[src/rtl/lane_demux_pkg.sv]
`default_nettype none
// ============================================================================
// Module      : lane_demux_pkg
// Description : Shared constants and helpers for the lane demultiplexer.
//               MODE encodings and the ceiling-log2 helper used to size the
//               channel select and the per-channel age counters.
// Ports       : none (package)
// Revision    : 1.0 - initial release
// ============================================================================
package lane_demux_pkg;

  // MODE input encodings
  localparam logic MODE_HOLD = 1'b0;  // unselected channels keep their value
  localparam logic MODE_EXCL = 1'b1;  // unselected channels clear

  // Ceiling log2; clog2(1) = 0.
  function automatic int unsigned clog2(input int unsigned value);
    int unsigned res;
    res = 0;
    while ((32'd1 << res) < value) begin
      res = res + 1;
    end
    return res;
  endfunction

  // Bit width needed to index/count up to 'value' items, never below 1.
  function automatic int unsigned width_of(input int unsigned value);
    int unsigned w;
    w = clog2(value);
    return (w == 0) ? 1 : w;
  endfunction

endpackage : lane_demux_pkg
`default_nettype wire

[src/rtl/lane_slot.sv]
`default_nettype none
// ============================================================================
// Module      : lane_slot
// Description : One output channel of lane_demux: data register, age counter,
//               STALE flag and OUT_VALID strobe flop. Priority inside the slot
//               is clear > update > (wipe, expiry).
// Ports       : clk_i    - clock, rising edge
//               rst_ni   - asynchronous active-low reset
//               clr_i    - synchronous clear of all slot state
//               upd_i    - load data_i into this slot this cycle
//               wipe_i   - exclusive-mode clear (another slot was updated)
//               data_i   - value to load on update
//               data_o   - current channel value
//               valid_o  - one-cycle strobe following an update
//               stale_o  - channel timed out and was cleared
// Revision    : 1.0 - initial release
// ============================================================================
module lane_slot #(
  parameter int unsigned DW       = 1,
  parameter int unsigned AW       = 1,
  parameter int unsigned HOLD_CYC = 0
) (
  input  logic          clk_i,
  input  logic          rst_ni,
  input  logic          clr_i,
  input  logic          upd_i,
  input  logic          wipe_i,
  input  logic [DW-1:0] data_i,
  output logic [DW-1:0] data_o,
  output logic          valid_o,
  output logic          stale_o
);

  localparam logic [AW-1:0] c_hold      = AW'(HOLD_CYC);
  localparam bit            c_expire_en = (HOLD_CYC > 0);

  logic [DW-1:0] data_q, data_d;
  logic [AW-1:0] age_q, age_d;
  logic          stale_q, stale_d;
  logic          valid_q, valid_d;
  logic          w_expire;

  // Expiry fires only on the edge where the age first reaches HOLD_CYC;
  // once saturated the age no longer moves, so it cannot re-fire.
  assign w_expire = c_expire_en && (age_q != c_hold) &&
                    ((age_q + AW'(1)) == c_hold);

  always_comb begin
    data_d  = data_q;
    age_d   = age_q;
    stale_d = stale_q;
    valid_d = 1'b0;
    if (clr_i) begin
      data_d  = '0;
      age_d   = '0;
      stale_d = 1'b0;
    end else if (upd_i) begin
      // An update beats a same-cycle expiry.
      data_d  = data_i;
      age_d   = '0;
      stale_d = 1'b0;
      valid_d = 1'b1;
    end else begin
      if (age_q != c_hold) begin
        age_d = age_q + AW'(1);
      end
      if (w_expire) begin
        data_d  = '0;
        stale_d = 1'b1;
      end
      // Exclusive-mode wipe leaves the channel non-stale even if it would
      // have expired on this edge.
      if (wipe_i) begin
        data_d  = '0;
        stale_d = 1'b0;
      end
    end
  end

  always_ff @(posedge clk_i or negedge rst_ni) begin
    if (!rst_ni) begin
      data_q  <= '0;
      age_q   <= '0;
      stale_q <= 1'b0;
      valid_q <= 1'b0;
    end else begin
      data_q  <= data_d;
      age_q   <= age_d;
      stale_q <= stale_d;
      valid_q <= valid_d;
    end
  end

  assign data_o  = data_q;
  assign valid_o = valid_q;
  assign stale_o = stale_q;

endmodule : lane_slot
`default_nettype wire

[src/rtl/lane_demux.sv]
`default_nettype none
// ============================================================================
// Module      : lane_demux
// Description : Routes one input word to one of NCH output channels selected
//               by sel_i. HOLD mode keeps the other channels, EXCL mode clears
//               them. Each channel ages and clears itself after HOLD_CYC idle
//               cycles (0 disables). Out-of-range selects raise sel_err_o.
// Ports       : clk_i       - clock, rising edge
//               rst_ni      - asynchronous active-low reset
//               in_valid_i  - in_data_i / sel_i valid this cycle
//               in_ready_o  - request can be accepted (NOT clr_i)
//               in_data_i   - value to route
//               sel_i       - target channel index
//               mode_i      - 0 = HOLD, 1 = EXCL (sampled on accept only)
//               clr_i       - synchronous clear of all channels
//               out_data_o  - channel k at [k*DW +: DW]
//               out_valid_o - per-channel one-cycle update strobe
//               stale_o     - per-channel timed-out flag
//               sel_err_o   - one-cycle strobe on out-of-range select
// Revision    : 1.0 - initial release
// ============================================================================
module lane_demux
  import lane_demux_pkg::*;
#(
  parameter int unsigned NCH      = 4,
  parameter int unsigned DW       = 1,
  parameter int unsigned HOLD_CYC = 0
) (
  input  logic                             clk_i,
  input  logic                             rst_ni,
  input  logic                             in_valid_i,
  output logic                             in_ready_o,
  input  logic [DW-1:0]                    in_data_i,
  input  logic [width_of(NCH)-1:0]         sel_i,
  input  logic                             mode_i,
  input  logic                             clr_i,
  output logic [NCH*DW-1:0]                out_data_o,
  output logic [NCH-1:0]                   out_valid_o,
  output logic [NCH-1:0]                   stale_o,
  output logic                             sel_err_o
);

  localparam int unsigned SW = width_of(NCH);
  localparam int unsigned AW = width_of(HOLD_CYC + 1);

  // One extra bit so NCH itself is representable when NCH = 2**SW.
  localparam logic [SW:0] c_nch = (SW + 1)'(NCH);

  logic w_req;
  logic w_sel_ok;
  logic w_accept;
  logic w_excl;
  logic sel_err_q, sel_err_d;

  assign in_ready_o = ~clr_i;
  assign w_req      = in_valid_i & ~clr_i;
  assign w_sel_ok   = ({1'b0, sel_i} < c_nch);
  assign w_accept   = w_req & w_sel_ok;
  assign w_excl     = (mode_i == MODE_EXCL);

  // Clear has priority, and w_req already excludes it, so the strobe stays
  // low on a clear cycle.
  assign sel_err_d  = w_req & ~w_sel_ok;

  always_ff @(posedge clk_i or negedge rst_ni) begin
    if (!rst_ni) begin
      sel_err_q <= 1'b0;
    end else begin
      sel_err_q <= sel_err_d;
    end
  end

  assign sel_err_o = sel_err_q;

  for (genvar k = 0; k < NCH; k++) begin : g_slot
    logic w_hit;
    logic w_upd;
    logic w_wipe;

    assign w_hit  = (sel_i == SW'(k));
    assign w_upd  = w_accept & w_hit;
    assign w_wipe = w_accept & w_excl & ~w_hit;

    lane_slot #(
      .DW       (DW),
      .AW       (AW),
      .HOLD_CYC (HOLD_CYC)
    ) u_slot (
      .clk_i   (clk_i),
      .rst_ni  (rst_ni),
      .clr_i   (clr_i),
      .upd_i   (w_upd),
      .wipe_i  (w_wipe),
      .data_i  (in_data_i),
      .data_o  (out_data_o[k*DW +: DW]),
      .valid_o (out_valid_o[k]),
      .stale_o (stale_o[k])
    );
  end

endmodule : lane_demux
`default_nettype wire

[config.mk]
export PLATFORM = sky130hd
export DESIGN_NAME = lane_demux
export DESIGN_NICKNAME = d
export VERILOG_FILES = /design/src/rtl/lane_demux_pkg.sv /design/src/rtl/lane_slot.sv /design/src/rtl/lane_demux.sv
export SDC_FILE = /design/constraint.sdc
export NUM_CORES = 1
export LEC_CHECK = 0
export CAP_MARGIN = 20
export CORE_AREA = 2 2 39 41
export CTS_CLUSTER_SIZE = 40
export DETAILED_ROUTE_END_ITERATION = 7
export DIE_AREA = 0 0 41 43
export PLACE_DENSITY = 0.7
export SYNTH_ARGS = -nofsm -noshare
export SYNTH_HDL_FRONTEND = slang
export SYNTH_HIERARCHICAL = 1
export SYNTH_SLANG_ARGS = --single-unit
[constraint.sdc]
create_clock -name clk_i -period 1.4 [get_ports clk_i]
set_clock_uncertainty 0.2 [all_clocks]
set_input_delay 0.28 -clock clk_i [delete_from_list [all_inputs] [get_ports clk_i]]
set_output_delay 0.28 -clock clk_i [all_outputs]
set_load 0.01 [all_outputs]
==> results <==
-- repair_timing --
| action | CTS | global route |
|---|---|---|
| endpoints found under the setup margin | 17 | 9 |
| resized for setup | 22 | 7 |
| endpoints found under the hold margin | 0 | 0 |
| setup buffers | 0 | 0 |
| pin swaps | 1 | 0 |
-- cell usage after synthesis (all sizes together) --
cell	count
a21oi	4
buf	5
nor3	4
inv	3
nor2b	4
nand2b	1
nor4b	4
a21o	4
nand3b	1
dfrtp	8
conb	5
-- stage by stage --
stage	utilization, %	hold WS, ns	power (uW)	cells
final	49.4	0.0962	502	79
after global routing	49.4	0.108	536	79
after CTS	48.6	0.106	507	78
after detailed placement	45.1	0.379	328	75
after global placement	45.1	0.374	327	75
after floorplan	-	-0.216	280	43
-- report_power, final --
part	switching, uW	leakage [uW]	total, uW	internal, uW
clock	76.1	0.0000138	174	97.9
combinational	50.5	0.000224	91.3	40.8
sequential	1.48	0.000111	237	236
-- registers in the layout, summed over array words and instances, names as in the netlist --
| signal | count |
|---|---|
| g_slot.u_slot/data_o | 4 |
| g_slot.u_slot/valid_o | 4 |
-- worst max-delay path: cells and delay by family --
| kind | cells | cell delay [ns] |
|---|---|---|
| and+or+nand+nor | 2 | 0.23 |
| buffers and inverters | 1 | 0.45 |
| AOI/OAI and AO/OA | 2 | 0.37 |
-- cell type report --
class | count | area (sq um)
diodes | 1 | 2.50
clock buffers | 3 | 22.5
fillers | 143 | 701
inverters | 3 | 11.3
multi-input cells | 27 | 236
flip-flops and latches | 8 | 200
well taps | 16 | 20.0
repair buffers | 21 | 190
-- per-layer routing --
metal  part of all wire (%)  global-route usage (%)
met1                     39                    13.7
met2                     53                    21.9
met3                    6.8                    4.71
met4                      0                    10.0
met5                      0                       0
-- how the worst max path moves through the flow --
stage | from | endpoint | cells past startpoint | slack (ns)
5_1_grt | mode_i | g_slot[3].u_slot/data_o | 5 | -0.02
2_1_floorplan | clr_i | g_slot[0].u_slot/data_o | 4 | 0.23
3_5_place_dp | sel_i[1] | g_slot[2].u_slot/data_o | 5 | -0.42
6_report | mode_i | g_slot[3].u_slot/data_o | 5 | 0.02
3_3_place_gp | clr_i | in_ready_o | 3 | -0.41
4_1_cts | g_slot[2].u_slot/data_o | out_data_o[2] | 1 | 0.002
-- cell families after synthesis --
kind of cell           after synthesis  share of synthesized area, %
and+or+nand+nor                     14                          28.5
AOI/OAI and AO/OA                    8                          11.3
DFF                                  8                          45.1
buffers and inverters                8                          11.0
other                                5                          4.23
==> impl_metrics.yaml <==
clock_tree:
  cts.path.max_buffers: 2
  insertion_delay_ns: 0.25
  cts_sinks: 8
  cts.clk_slew.worst_paths_ns: 0.06
  cts_hold_buf: 0
  root_buffer: "clkbuf_4"
  cts_buffers: 3
  cts_tree: "done"
  cts.htree.levels: 1
sta:
  post-route-period-util_pct: 98.7
  clock.fmax_ghz: 0.724
  slew_viol_final: 0
  hold_viol: 0
  setup_viol: 0
  finalSetupTns_ns: 0
  period_minus_slack_ns: 1.38
  rsz0062_at_grt: "true"
  finalWorstSetupSlack_ns: 0.0186
critical_path:
  cp_data_arrival_time_ns: 1.33
  cp_slowest_stage_delay_ns: 0.45
  end_kind: "flop"
  timing.rr.start: "g_slot[1].u_slot/data_o"
  path_class: "input port to flop"
  r2r-end: "g_slot[1].u_slot/data_o"
  worstPathRequired_ns: 1.35
  r2r_cells: 2
  r2r_slack_ns: 0.41
  crit_fanout: 4
  worst_path_max_delay_cell: "clkdlybuf4s50_1"
  worstSetupStartpointType: "input port"
  worstPathCellList: "clkdlybuf4s50_1, nand3b_1, a21oi_1, nor4b_2, a21o_1"
logic_synthesis:
  ys_ff_latch: 8
  synth_top_cell_by_area: "dfrtp_1"
  yosysSeqAreaShare_pct: 45.1
  netlist.area_leader.share_pct: 45.1
  syn_area_sq_um: 444
  ys_warn_count: 6
  synth.area.top_cells: "dfrtp_1, nor4b_2, buf_4"
  netlist_instances: 43
  avgSynthCellArea_sq_um: 10.3
  synth_fp_nets: 51
  ys_types: 12
cells_and_area:
  layout_commonest_cell: "dfrtp_1"
  area_delta_synth_final_pct: 53.8
  final_layout_size_suffix_gt1_share_pct: 30.6
  fin_nets: 72
  final_cell_mix: "dfrtp_1, clkdlybuf4s15_1, dlygate4sd2_1"
  finalInstanceArea_sq_um: 683
global_route:
  grt_pass1_vias: 381
  grt_usage_pct: 13.7
  grt_antenna_before_repair: 1
  grt_max_degree: 9
  grt_pass1_wl_um: 1570
  overflow: 0
routing:
  num_vias: 366
  final_antenna_net_count: 0
  totalWireLength_um: 952
  drtIter0Drc: 1
  vias_per_cell: 4.63
  wire_per_inst_um: 12.1
  drtPass1Iterations: 4
  drc: 0
power:
  ir_worst_vdd_mv: 0.241
  p_leak_uw: 0.000348
  powerDensity_nw_per_um2: 735
place:
  gp_congestion: 0.690
  detailed_place_hpwl_um: 700
  io_buffers: 16
  placement.cell_area_sq_um: 624
  pre_cts_ws_ns: -0.425
floorplan:
  die_y_um: 43
  dieArea_sq_um: 1760
  die_w_um: 41
  core-area_sq_um: 1380
  initial_utilization_pct: 32.1
  rows: 14
  ios: 22
flow_run:
  maxCapViolations: 0
outcome:
  status: "finished clean"
worst_hold_path:
  min_path_type: "input port to async pin"
No activity file was read; power rests on OpenSTA's default activity.
